==> config.mk <==
export PLATFORM = sky130hd
export DESIGN_NAME = fetch_sequencer
export DESIGN_NICKNAME = d
export VERILOG_FILES = /design/src/rtl/fetch_sequencer.sv
export SDC_FILE = /design/constraint.sdc
export NUM_CORES = 1
export LEC_CHECK = 0
export BUFFER_PORTS_ARGS = -buffer_cell sky130_fd_sc_hd__buf_2
export CORE_MARGIN = 2
export CORE_UTILIZATION = 49
export CTS_BUF_LIST = sky130_fd_sc_hd__clkbuf_4 sky130_fd_sc_hd__clkbuf_8
export DETAILED_ROUTE_END_ITERATION = 12
export GPL_TIMING_DRIVEN = 0
export PLACE_DENSITY = 0.81
export SYNTH_ARGS = -nofsm -noshare
export SYNTH_HDL_FRONTEND = slang
export SYNTH_SLANG_ARGS = --single-unit
==> constraint.sdc <==
create_clock -name clk -period 3.7 [get_ports clk]
set_input_delay 0.74 -clock clk [delete_from_list [all_inputs] [get_ports clk]]
set_output_delay 0.74 -clock clk [all_outputs]
set_load 0.005 [all_outputs]
==> src/rtl/fetch_sequencer.sv <==
// Program counter and instruction register sequencer sitting between instruction memory and decode.
// Optional macro FETCH_WRAP_HALT_EN: a load from the last address drains and halts instead of wrapping on.
module fetch_sequencer #(
  parameter int ADDR_W   = 6,
  parameter int INSTR_W  = 17,
  parameter int RESET_PC = 0
) (
  input  logic               clk,
  input  logic               reset,
  input  logic               start,
  input  logic               halt_req,
  output logic [ADDR_W-1:0]  imem_addr,
  input  logic [INSTR_W-1:0] imem_instr,
  output logic               ir_enable,
  output logic [INSTR_W-1:0] ir,
  output logic [ADDR_W-1:0]  ir_pc,
  output logic               ir_valid,
  input  logic               ir_ready,
  input  logic               redirect_valid,
  input  logic [ADDR_W-1:0]  redirect_addr,
  output logic               busy,
  output logic               halted
);

  typedef enum logic [1:0] {IDLE, FETCH, DRAIN, HALTED} state_e;

  localparam logic [ADDR_W-1:0] ResetPc = ADDR_W'(RESET_PC);
`ifdef FETCH_WRAP_HALT_EN
  localparam logic [ADDR_W-1:0] LastAddr = '1;
`endif

  state_e             state_q, state_d;
  logic [ADDR_W-1:0]  pc_q, pc_d;
  logic [ADDR_W-1:0]  ir_pc_q, ir_pc_d;
  logic [INSTR_W-1:0] ir_q, ir_d;
  logic               ir_valid_q, ir_valid_d;
  logic               load;

  always_comb begin
    state_d    = state_q;
    pc_d       = pc_q;
    ir_d       = ir_q;
    ir_pc_d    = ir_pc_q;
    ir_valid_d = ir_valid_q;
    load       = 1'b0;
    case (state_q)
      IDLE, HALTED: begin
        if (start) state_d = FETCH;
      end
      FETCH: begin
        // A redirect wins over both loading and consuming; the target is fetched next cycle.
        load = !redirect_valid && (!ir_valid_q || ir_ready);
        if (redirect_valid) begin
          pc_d       = redirect_addr;
          ir_valid_d = 1'b0;
        end else if (load) begin
          ir_d       = imem_instr;
          ir_pc_d    = pc_q;
          ir_valid_d = 1'b1;
          pc_d       = pc_q + ADDR_W'(1);
        end
        if (halt_req) state_d = DRAIN;
`ifdef FETCH_WRAP_HALT_EN
        if (load && (pc_q == LastAddr)) state_d = DRAIN;
`endif
      end
      DRAIN: begin
        if (redirect_valid) begin
          pc_d       = redirect_addr;
          ir_valid_d = 1'b0;
        end
        if (!ir_valid_q || ir_ready) begin
          ir_valid_d = 1'b0;
          state_d    = HALTED;
        end
      end
      default: state_d = IDLE;
    endcase
  end

  always_ff @(posedge clk) begin
    if (reset) begin
      state_q    <= IDLE;
      pc_q       <= ResetPc;
      ir_q       <= '0;
      ir_pc_q    <= '0;
      ir_valid_q <= 1'b0;
    end else begin
      state_q    <= state_d;
      pc_q       <= pc_d;
      ir_q       <= ir_d;
      ir_pc_q    <= ir_pc_d;
      ir_valid_q <= ir_valid_d;
    end
  end

  assign imem_addr = pc_q;
  assign ir_enable = load;
  assign ir        = ir_q;
  assign ir_pc     = ir_pc_q;
  assign ir_valid  = ir_valid_q;
  assign busy      = (state_q == FETCH) || (state_q == DRAIN);
  assign halted    = (state_q == HALTED);

endmodule
==> summary.md, run 1 <==
| Metric | Value |
|---|---|
| Worst-path cell chain | inv_1, ha_1, nand2b_1, or2_1, buf_6, clkinv_4, buf_12, buf_2 |
| Final setup vio count | 0 |
| Non-Filler Instances | between 200 and 300 |
| DIE HEIGHT | roughly 60 µm |
| Core footprint | 3000 µm² |
| Via total after detailed routing | 1,400 |
| Hold WS | 465 ps |
| Initial Util | 51.1% |
| R2R Setup Slk | 2000 ps |
| Status | complete, no violations |
| Congestion Overflow GR | 0 |
| Crit-path leading delay family | buffers and inverters |
| Hold crit path type | flop to flop |
| Layout cell share with drive strength beyond 1 | ~46% |
| 1st-iter DRT viols | 112 |
| GR Util All Layers | approximately 20% |
| Syn_area_per_cell | about 9 µm² |
| Vias in the first global route | between 1k and 1.5k |
| Initial antenna violation count | 0 |
| Leak | 0.000844 µW |
| CTS tree | yes |
| Crit-path max cell delay | 350 ps |
| Detail Placement HPWL | approximately 2400 µm |
| DR WL/cell | 11.7 µm |
| Setup bufs post-CTS | 0 |
| Die area | 3590 µm² |
| Worst skew pair latency | 340 ps |
| IO buf count | 60 |
| Crit path kind | flop to output port |
| Pre-antenna DRT Iters | 4 |
| Placed cell count | ~270 |
| Register area share after synthesis | 41.8% |
| RSZ-0062 raised after global routing | false |
| Cts hold-fix bufs | 0 |
| Total Wirelength | 3220 µm |
| DIE WIDTH | 60.0 µm |
| PwrDens | 593 nW/µm² |
| Crit. End Element | output port |
| Clock Pin Slew Worst Setup and Hold Paths | 90 ps |
| Mapped cell area | 1530 µm² |
| # diodes | 0 |
| Synth warnings | 0 |
| Post-Synthesis Cells | 175 |
| Endpoints failing hold | 0 |
| Max Fclk | 400 MHz |
| Synth Register Bits | 32 |
| Startpoint types | flop |
| Mean number of vias per cell | 5.07 |
| MaxCap Viol Count | 0 |
| IR drop worst, VDD | 0.000431 V |
| Worst-Margin Slew | 663 ps |
| Seq. cell area | 641 µm² |
| Final Critical Period | 2500 ps |
| Cts bufs inserted | 5 |
| Relative slew slack | 55.8% |
| CTS sink cnt | 32 |
| Clock Root Buffer | clkbuf_4 |
| Fin Setup TNS | 0 ps |
| Slowest CP cell | dfxtp_1 |
| Largest net degree at the start of global routing | 11 |
| Post_cts resized | 0 |
| First-pass GRT wire length | 5300 µm |
| Area of the multi-input gates | roughly 770 µm² |
| Gpl congestion | 0.856 |
| Crit Path Max Fanout | 10 |
| Arrival time at the worst endpoint | 1760 ps |
| # fillers | 293 |
| Final max-slew violation count | 0 |
| Library cells used by synthesis | 39 |
| Row Count | 20 |
| Worst EP required | 2960 ps |
| Ports | 62 |
| Fin Clk Skew | ~11 ps |
| CTS Buffer Depth | 2 |
| Remaining DRCs | 0 |
| Crit path buffers/inverters | 5 |
| CTS HTree Levels | 2 |
| Syn Nets | ~210 |
| Fin nets | roughly 280 |
| DRT antenna net count | 0 |
| Tcrit/Tclk final | about two thirds |
| Area delta synth->final | 26.3% |
where the power goes:
| part | total [µW] | internal, µW | switching, µW |
|---|---|---|---|
| combinational | 469 | 222 | 247 |
| clock | 208 | 90.3 | 118 |
| sequential | 472 | 409 | 63.4 |
| total | 1150 | 721 | 428 |
synth_stat cells:
cell / instances / share of area [%]
nand2_1: 43 / 11
dfxtp_1: 32 / 42
a21oi_2: 21 / 12
nor2_1: 10 / 2.4
nand2_2: 9 / 3.7
a21oi_1: 7 / 2.3
ha_1: 5 / 4.1
inv_1: 5 / 1.2
buf_2: 3 / 0.98
clkbuf_1: 3 / 0.73
nand3_1: 3 / 0.98
a211oi_1: 2 / 0.98
buf_6: 2 / 1.5
mux2i_1: 2 / 1.3
nor2b_1: 2 / 0.82
o32ai_1: 2 / 1.1
or2_1: 2 / 0.82
a21bo_2: 1 / 0.65
a311oi_1: 1 / 0.57
a311oi_2: 1 / 0.98
a32o_1: 1 / 0.65
and2_0: 1 / 0.41
and2_1: 1 / 0.41
buf_12: 1 / 1.3
buf_4: 1 / 0.49
buf_8: 1 / 0.98
clkinv_4: 1 / 0.57
mux2_2: 1 / 0.73
nand2b_1: 1 / 0.41
nand3b_1: 1 / 0.49
nor3_1: 1 / 0.33
nor3b_1: 1 / 0.49
nor4_2: 1 / 0.82
o21ai_0: 1 / 0.33
o21ai_1: 1 / 0.33
o221ai_1: 1 / 0.57
o22ai_1: 1 / 0.41
o31ai_1: 1 / 0.49
or3_1: 1 / 0.41
flip-flops by register name, indices dropped and copies added (netlist names):
| register | count |
|---|---|
| ir | 17 |
| imem_addr | 6 |
| ir_pc | 6 |
| state_q | 2 |
| ir_valid | 1 |
kinds of logic after synthesis:
logic type	after synthesis	share of synthesized area, %
buf+inv	17	7.75
simple gates	77	23.0
fa+ha+maj	5	4.08
flops	32	41.8
mux	3	2.04
compound gates	41	21.4
worst register-to-register path: cells and delay by family, from the launching register on:
kind / cells / cell delay [ps]
and+or+nand+nor: 3 / 450
buffers and inverters: 2 / 230
adders and majority gates: 1 / 280
AOI/OAI and AO/OA: 1 / 260
DFF: 1 / 390
metal layers:
metal	track usage, %	vias up	share of wire, %
li1	-	720	-
met1	24.8	631	47
met2	31.1	43	44
met3	8.87	6	6.7
met4	6.67	0	1.6
met5	0	-	0
stage by stage:
step / area [µm²] / worst slack, ps / total power [µW] / util (%)
after floorplan: 1530 / 1560 / 808 / -
after global placement: 1880 / 1260 / 944 / 62.5
after detailed placement: 1880 / 1250 / 954 / 62.5
after CTS: 1940 / 1180 / 1160 / 64.5
after global routing: 1940 / 1090 / 1250 / 64.5
final: 1940 / 1200 / 1150 / 64.5
cell type report:
| type | instances | share of cell area [%] |
|---|---|---|
| Buffer | 11 | 4.72 |
| Clock buffer | 6 | 2.65 |
| Clock inverter | 2 | 0.517 |
| Inverter | 6 | 1.42 |
| Multi-Input combinational cell | 126 | 40.0 |
| Sequential cell | 32 | 33.1 |
| Tap cell | 33 | 2.13 |
| Timing Repair Buffer | 60 | 15.5 |
worst paths after layout:
| check | startpoint | endpoint | cells after the start |
|---|---|---|---|
| worst max-delay path | state_q[1] | ir_enable | 8 |
| worst min-delay path | ir[16] | ir[16] | 2 |
| worst max register to register | state_q[0] | imem_addr[3] | 7 |
| worst min register to register | ir[16] | ir[16] | 2 |
cells in the final DEF, fill, tap and decap left out, types with 2 or more instances in the layout:
| cell | synthesis | routed |
|---|---|---|
| a211oi_1 | 2 | 2 |
| a21oi_1 | 7 | 7 |
| a21oi_2 | 21 | 21 |
| buf_2 | 3 | 63 |
| buf_6 | 2 | 2 |
| clkbuf_1 | 3 | 3 |
| clkbuf_4 | 0 | 5 |
| clkinv_2 | 0 | 2 |
| dfxtp_1 | 32 | 32 |
| ha_1 | 5 | 5 |
| inv_1 | 5 | 5 |
| mux2i_1 | 2 | 2 |
| nand2_1 | 43 | 43 |
| nand2_2 | 9 | 9 |
| nand3_1 | 3 | 3 |
| nor2_1 | 10 | 10 |
| nor2b_1 | 2 | 2 |
| o32ai_1 | 2 | 2 |
| or2_1 | 2 | 2 |
(Power assumes the default switching activity.)
==> inputs of run 2 (changes only) <==
--- a/config.mk
+++ b/config.mk
@@ -5,13 +5,14 @@
 export SDC_FILE = /design/constraint.sdc
 export NUM_CORES = 1
 export LEC_CHECK = 0
+export ABC_AREA = 1
 export BUFFER_PORTS_ARGS = -buffer_cell sky130_fd_sc_hd__buf_2
 export CORE_MARGIN = 2
-export CORE_UTILIZATION = 49
+export CORE_UTILIZATION = 44
 export CTS_BUF_LIST = sky130_fd_sc_hd__clkbuf_4 sky130_fd_sc_hd__clkbuf_8
 export DETAILED_ROUTE_END_ITERATION = 12
 export GPL_TIMING_DRIVEN = 0
-export PLACE_DENSITY = 0.81
+export PLACE_DENSITY = 0.78
 export SYNTH_ARGS = -nofsm -noshare
 export SYNTH_HDL_FRONTEND = slang
 export SYNTH_SLANG_ARGS = --single-unit
==> constraint.sdc (replaced) <==
create_clock -name clk -period 2 [get_ports clk]
set_input_delay 0.4 -clock clk [delete_from_list [all_inputs] [get_ports clk]]
set_output_delay 0.4 -clock clk [all_outputs]
set_load 0.005 [all_outputs]
==> run 2 against run 1 <==
Against the previous run: combinational power is 100% higher; sequential share of layout area up 1.6 points; wire length up 1.5%; cell area is 4.5% lower; worst setup slack lost 1000 ps; clock skew is 7.6 ps lower; sequential power rose by 100%; largest power group unchanged.
==> summary.md, run 2 <==
| Metric | Value |
|---|---|
| Final Critical Period | approximately 1800 ps |
| Arrival time at the worst endpoint | 1440 ps (-320 ps) |
| Design Area, Final | 1850 µm² (-4.5%) |
| # diodes | 0 (unchanged) |
| DIE WIDTH | 60.9 µm (+1.6%) |
| Relative slew slack | 69.3% (+14 points) |
| Initial Util | 46.3% (-4.8 points) |
| MaxCap Viol Count | 0 (unchanged) |
| Synth Register Bits | 32 (unchanged) |
| Synth Flop Type | dfxtp_1 |
| Synth warnings | 0 (unchanged) |
| Tcrit/Tclk final | 91.9% |
| Hold WS | 291 ps (-174 ps) |
| Gpl congestion | 0.875 (+2.2%) |
| Final setup vio count | 0 (unchanged) |
| Cts hold-fix bufs | 0 (unchanged) |
| Final max-slew violation count | 0 (unchanged) |
| # fillers | 313 (+6.8%) |
| Fin Clk Skew | 3.88 ps (-7.55 ps) |
| PwrDens | 1210 nW/µm² (+100%) |
| DRT antenna net count | 0 (unchanged) |
| Non-Filler Instances | 305 (+11%) |
| Final Power | 2230 µW (+94%) |
| 1st-iter DRT viols | 60 (-46%) |
| Status | complete, no violations |
| Area delta synth->final | 29.9% |
| Vias in the first global route | 1,141 (-3.2%) |
| Post_cts resized | 0 (unchanged) |
| Detail Placement HPWL | 2400 µm (-1.0%) |
| DR WL/cell | 10.7 µm (-8.2%) |
| Remaining DRCs | 0 (unchanged) |
| Commonest non-fill, non-tap cells in the layout | buf_2 (62), nor2_1 (49), dfxtp_1 (32) |
| Worst EP required | 1600 ps (-1360 ps) |
| CTS tree | yes |
| Endpoints failing hold | 0 (unchanged) |
| First-pass GRT wire length | 5040 µm (-4.8%) |
| Fin nets | 295 (+6.9%) |
| IO buf count | 61 (+1.7%) |
| Max reg flops | 17 (unchanged) |
| Initial antenna violation count | 0 (unchanged) |
| Mapped cell area | 1420 µm² (-7.2%) |
| Crit Path Max Fanout | 8 (-2) |
| Crit path kind | flop to output port |
| CTS Buffer Depth | 2 (unchanged) |
| Fin Setup TNS | 0 ps (unchanged) |
| Ports | 62 (unchanged) |
| Dominant cell type by area after synthesis | dfxtp_1 |
| Syn Nets | 225 (+7.7%) |
| Placed cell count | 296 (+10%) |
| Die area | 3710 µm² (+3.1%) |
| Max Fclk | 544 MHz |
| Syn_area_per_cell | 7.45 µm² (-15%) |
| Hold crit path type | input port to flop |
| Crit. End Element | output port |
| Async SR Flop Fraction | 0% (unchanged) |
| Most frequent cells after synthesis | nor2_1 (49), dfxtp_1 (32), o21ai_0 (29), nand2_1 (26), inv_1 (13) |
| Most common cell after layout, fill and taps aside | buf_2 |
| Library cells used by synthesis | 22 (-44%) |
| Clock Root Buffer | clkbuf_4 |
| EDFF count, synth | 0 (unchanged) |
| DIE HEIGHT | 60.9 µm (+1.6%) |
| Row Count | 20 (unchanged) |
| RSZ-0062 raised after global routing | false |
| CTS HTree Levels | 2 (unchanged) |
| Worst-Margin Slew | 458 ps (-205 ps) |
| Clock Pin Slew Worst Setup and Hold Paths | 90 ps (about the same) |
| Most frequent cell after synthesis | nor2_1 |
| GR Util All Layers | 18.7% (-1.3 points) |
| IR drop worst, VDD | 0.000586 V (+36%) |
| Mean number of vias per cell | 4.63 (-8.7%) |
| Congestion Overflow GR | 0 (unchanged) |
| CTS sink cnt | 32 (unchanged) |
| Placed Area | 1780 µm² (-4.9%) |
| Yosys top cell area share | 45.0% (+3.2 points) |
| Layout cell share with drive strength beyond 1 | 33.3% (-12 points) |
| Register area share after synthesis | 45.0% (+3.2 points) |
| Core footprint | 3080 µm² (+2.5%) |
| Startpoint types | flop |
| Total Wirelength | 3270 µm (+1.5%) |
| Pre-antenna DRT Iters | 4 (unchanged) |
| Cts bufs inserted | 5 (unchanged) |
| Largest net degree at the start of global routing | 11 (unchanged) |
| Leak | 0.000980 µW (+16%) |
| Worst skew pair latency | 320 ps (-20 ps) |
| Synth top area cells | dfxtp_1 (45%), nor2_1 (13%), o21ai_0 (10%) |
| Post-Synthesis Cells | 191 (+9.1%) |
| Via total after detailed routing | 1,413 (+0.93%) |
[run 2: cell types whose count changed after synthesis, sizes merged, moves of 3 or more]
| cell | change |
|---|---|
| nor2 | +42 |
| a21oi | -18 |
| nand3 | +3 |
| buf | -3 |
| nand2 | -24 |
| o21ai | +28 |
| inv | +10 |
[run 2: kinds of logic (layout without fill, tap and decap cells)]
logic type,count (synthesis),count (layout),share of synthesized area [%]
buf+inv,22,92,8.00
compound gates,42,42,15.3
flops,32,32,45.0
simple gates,90,90,27.3
fa+ha+maj,5,5,4.39
[run 2: final timing paths]
| path | slack, ps | to | startpoint | cells after the start |
|---|---|---|---|---|
| worst min-delay path | 290 | imem_addr[5] | reset | 2 |
| worst max register to register | 350 | imem_addr[4] | state_q[0] | 8 |
| worst min register to register | 480 | ir_valid | ir_valid | 2 |
| worst max-delay path | 160 | ir_enable | state_q[1] | 6 |
[run 2: final cells by class]
type | count | area [µm²] | share of cell area (%)
clock inverter | 1 | 5.00 | 0.271
inverter | 15 | 56.3 | 3.04
buffer | 7 | 57.6 | 3.11
tap | 44 | 55.1 | 2.98
sequential | 32 | 641 | 34.6
multi-input combinational | 137 | 669 | 36.2
clock buffer | 6 | 45.0 | 2.44
timing repair buffer | 63 | 320 | 17.3
[run 2: power breakdown]
| part | total (µW) | leakage (µW) | internal (µW) | switching, µW |
|---|---|---|---|---|
| sequential | 944 | 0.000262 | 818 | 126 |
| clock | 343 | 0.0000315 | 143 | 200 |
| combinational | 942 | 0.000686 | 405 | 537 |
[run 2: metrics by stage]
step | worst slack (ps) | util, %
floorplan | 535 | -
detailed placement | 222 | 58.0
finish | 162 | 60.1
global route | 18.2 | 60.1
global placement | 253 | 58.0
CTS | 94.1 | 59.8
[run 2: repair_timing]
| action | CTS | global route |
|---|---|---|
| pin swaps | 1 | 1 |
| gates cloned | 0 | 0 |
| setup endpoints to repair | 1 | 1 |
| setup buffers | 1 | 1 |
[run 2: per-layer routing]
| layer | up-vias | part of all wire (%) | global-route usage (%) |
|---|---|---|---|
| li1 | 748 | - | - |
| met1 | 609 | 49 | 24.8 |
| met2 | 49 | 43 | 27.5 |
| met3 | 7 | 5.9 | 5.54 |
| met4 | 0 | 1.9 | 9.94 |
| met5 | - | 0 | 0 |
[run 2: worst max-delay path, stage by stage, from the launching register on]
cell and delay [ps]:
dfxtp_1 340, inv_1 100, ha_1 140, inv_1 70
nor3_4 210, buf_6 150, buf_2 110
==> inputs of run 3 (changes only) <==
--- a/config.mk
+++ b/config.mk
@@ -12,7 +12,7 @@
 export CTS_BUF_LIST = sky130_fd_sc_hd__clkbuf_4 sky130_fd_sc_hd__clkbuf_8
 export DETAILED_ROUTE_END_ITERATION = 12
 export GPL_TIMING_DRIVEN = 0
-export PLACE_DENSITY = 0.78
+export PLACE_DENSITY = 0.87
 export SYNTH_ARGS = -nofsm -noshare
 export SYNTH_HDL_FRONTEND = slang
 export SYNTH_SLANG_ARGS = --single-unit
==> run 3 against run 2 <==
Against the previous run: maximum frequency fell by 0.84%; total power is 0.52% lower; die area stayed put; clock power hardly changed; final cell count shrank 0.33%; sequential cell count stayed put; sequential share of layout area increased by 0.14 points; critical path type unchanged; highest routed layer unchanged.
==> summary.md, run 3 (synthesis gave the netlist of run 2 again) <==
| Metric | Value |
|---|---|
| Non-Filler Instances | 304 (-0.33%) |
| Die area | 3710 µm² (unchanged) |
| Core footprint | 3080 µm² (unchanged) |
| CTS HTree Levels | 2 (unchanged) |
| Initial Util | 46.3% (unchanged) |
| Final setup vio count | 0 (unchanged) |
| Fin Setup TNS | 0 ps (unchanged) |
| Ports | 62 (unchanged) |
| DR WL/cell | 11.0 µm (+2.3%) |
| Endpoints failing hold | 0 (unchanged) |
| Crit-path max cell delay | 340 ps (about the same) |
| Worst-Margin Slew | 480 ps (+21.8 ps) |
| Cts bufs inserted | 5 (unchanged) |
| IO buf count | 61 (unchanged) |
| Arrival time at the worst endpoint | 1450 ps (about the same) |
| Cts hold-fix bufs | 0 (unchanged) |
| Layout cell share with drive strength beyond 1 | 33.1% (-0.26 points) |
| Slowest CP cell | dfxtp_1 |
| # diodes | 0 (unchanged) |
| Final max-slew violation count | 0 (unchanged) |
| Worst R2R Path Depth | 8 (unchanged) |
| Detail Placement HPWL | 2530 µm (+5.3%) |
| Reg-to-reg endpoint | imem_addr[2] |
| Total Wirelength | 3330 µm (+2.0%) |
| Largest net degree at the start of global routing | 11 (unchanged) |
| R2R Setup Slk | 310 ps (-40 ps) |
| Row Count | 20 (unchanged) |
| CP dominant cell by count | inv_1 |
| Clock Pin Slew Worst Setup and Hold Paths | 100 ps (about the same) |
| Commonest non-fill, non-tap cells in the layout | buf_2 (62), nor2_1 (49), dfxtp_1 (32) |
| CTS sink cnt | 32 (unchanged) |
| Fin nets | 294 (-0.34%) |
| Leak | 0.000975 µW (-0.54%) |
| Area delta synth->final | 29.3% |
| First-pass GRT wire length | 5240 µm (+4.0%) |
| Crit path kind | flop to output port |
| Placed cell count | 296 (unchanged) |
| Pre-antenna DRT Iters | 4 (unchanged) |
| CTS tree | yes |
| Max Fclk | 539 MHz (-0.84%) |
| MaxCap Viol Count | 0 (unchanged) |
| GR Util All Layers | 19.5% (+0.76 points) |
| Startpoint types | flop |
| Via total after detailed routing | 1,434 (+1.5%) |
| Hold Path Depth | 3 (+1) |
| Worst Hold Path EP | ir[5] |
| Clock Root Buffer | clkbuf_4 |
| Most common cell after layout, fill and taps aside | buf_2 |
| Worst hold start | imem_instr[5] |
| Max reg flops | 17 (unchanged) |
| Remaining DRCs | 0 (unchanged) |
| Relative slew slack | 67.9% (-1.5 points) |
| R2r startpoint | state_q[0] |
| Congestion Overflow GR | 0 (unchanged) |
| Vias in the first global route | 1,193 (+4.6%) |
| Crit Path Max Fanout | 10 (+2) |
| Hold crit path type | input port to flop |
| Post_cts resized | 0 (unchanged) |
| IR drop worst, VDD | 0.000658 V (+12%) |
| DRT antenna net count | 0 (unchanged) |
| Gpl congestion | 0.845 (-3.5%) |
| Tcrit/Tclk final | 92.7% (+0.78 points) |
| Worst-path cell chain | inv_1, ha_1, inv_1, nor3_4, buf_6, buf_2 |
| Fin Clk Skew | 4.61 ps (+0.728 ps) |
| PwrDens | 1200 nW/µm² (-0.11%) |
| CTS Buffer Depth | 2 (unchanged) |
| Worst skew pair latency | 320 ps (about the same) |
| Crit. End Element | output port |
| Initial antenna violation count | 0 (unchanged) |
| DIE WIDTH | 60.9 µm (unchanged) |
| Final Critical Period | 1850 ps (+15.5 ps) |
| Status | complete, no violations |
| RSZ-0062 raised after global routing | false |
| Mean number of vias per cell | 4.72 (+1.8%) |
| Worst EP required | 1600 ps (about the same) |
| 1st-iter DRT viols | 54 (-10%) |
| DIE HEIGHT | 60.9 µm (unchanged) |
run 3: metal layers:
| layer | track usage (%) | up-vias | wire (µm) |
|---|---|---|---|
| li1 | - | 745 | - |
| met1 | 24.6 | 638 | 1550 |
| met2 | 31.3 | 46 | 1540 |
| met3 | 5.97 | 5 | 210 |
| met4 | 7.45 | 0 | 36 |
| met5 | 0 | - | 0 |
run 3: cell type report:
type                       instances  area (µm²)
timing repair buffer              62         313
clock inverter                     1        5.00
buffer                             7        57.6
clock buffer                       6        45.0
fill                             314        1240
inverter                          15        56.3
multi-input combinational        137         669
tap                               44        55.1
sequential                        32         641
run 3: worst max path at each step:
stage	from	endpoint	slack, ps	cells past startpoint
4_1_cts	state_q[1]	ir_enable	100	6
2_1_floorplan	state_q[1]	ir_enable	530	5
5_1_grt	state_q[1]	ir_enable	8	6
3_3_place_gp	state_q[1]	ir_enable	250	6
3_5_place_dp	state_q[1]	ir_enable	250	6
6_report	state_q[1]	ir_enable	150	6
run 3: per-stage QoR:
step | setup WS [ps] | area [µm²] | util [%] | total power (µW) | hold WS, ps
finish | 146 | 1840 | 59.8 | 2220 | 296
global route | 7.56 | 1840 | 59.8 | 2420 | 278
CTS | 96.4 | 1840 | 59.8 | 2240 | 287
detailed placement | 252 | 1780 | 58.0 | 1880 | 480
global placement | 247 | 1780 | 58.0 | 1860 | 462
floorplan | 535 | 1420 | - | 1540 | 462
run 3: critical path, delay by kind of cell (launching register included):
kind	cells	cell delay, ps
adder cells (fa/ha/maj)	1	140
flip-flops	1	340
AND/OR/NAND/NOR	1	210
buffers and inverters	4	450
run 3: timing repair:
item,in CTS,in global routing
endpoints found under the setup margin,1,1
setup buffers,1,0
pin swaps,1,1
run 3: where the power goes:
| group | switching [µW] | internal, µW |
|---|---|---|
| registers | 126 | 818 |
| clock network | 202 | 143 |
| logic | 529 | 399 |
| total | 858 | 1360 |
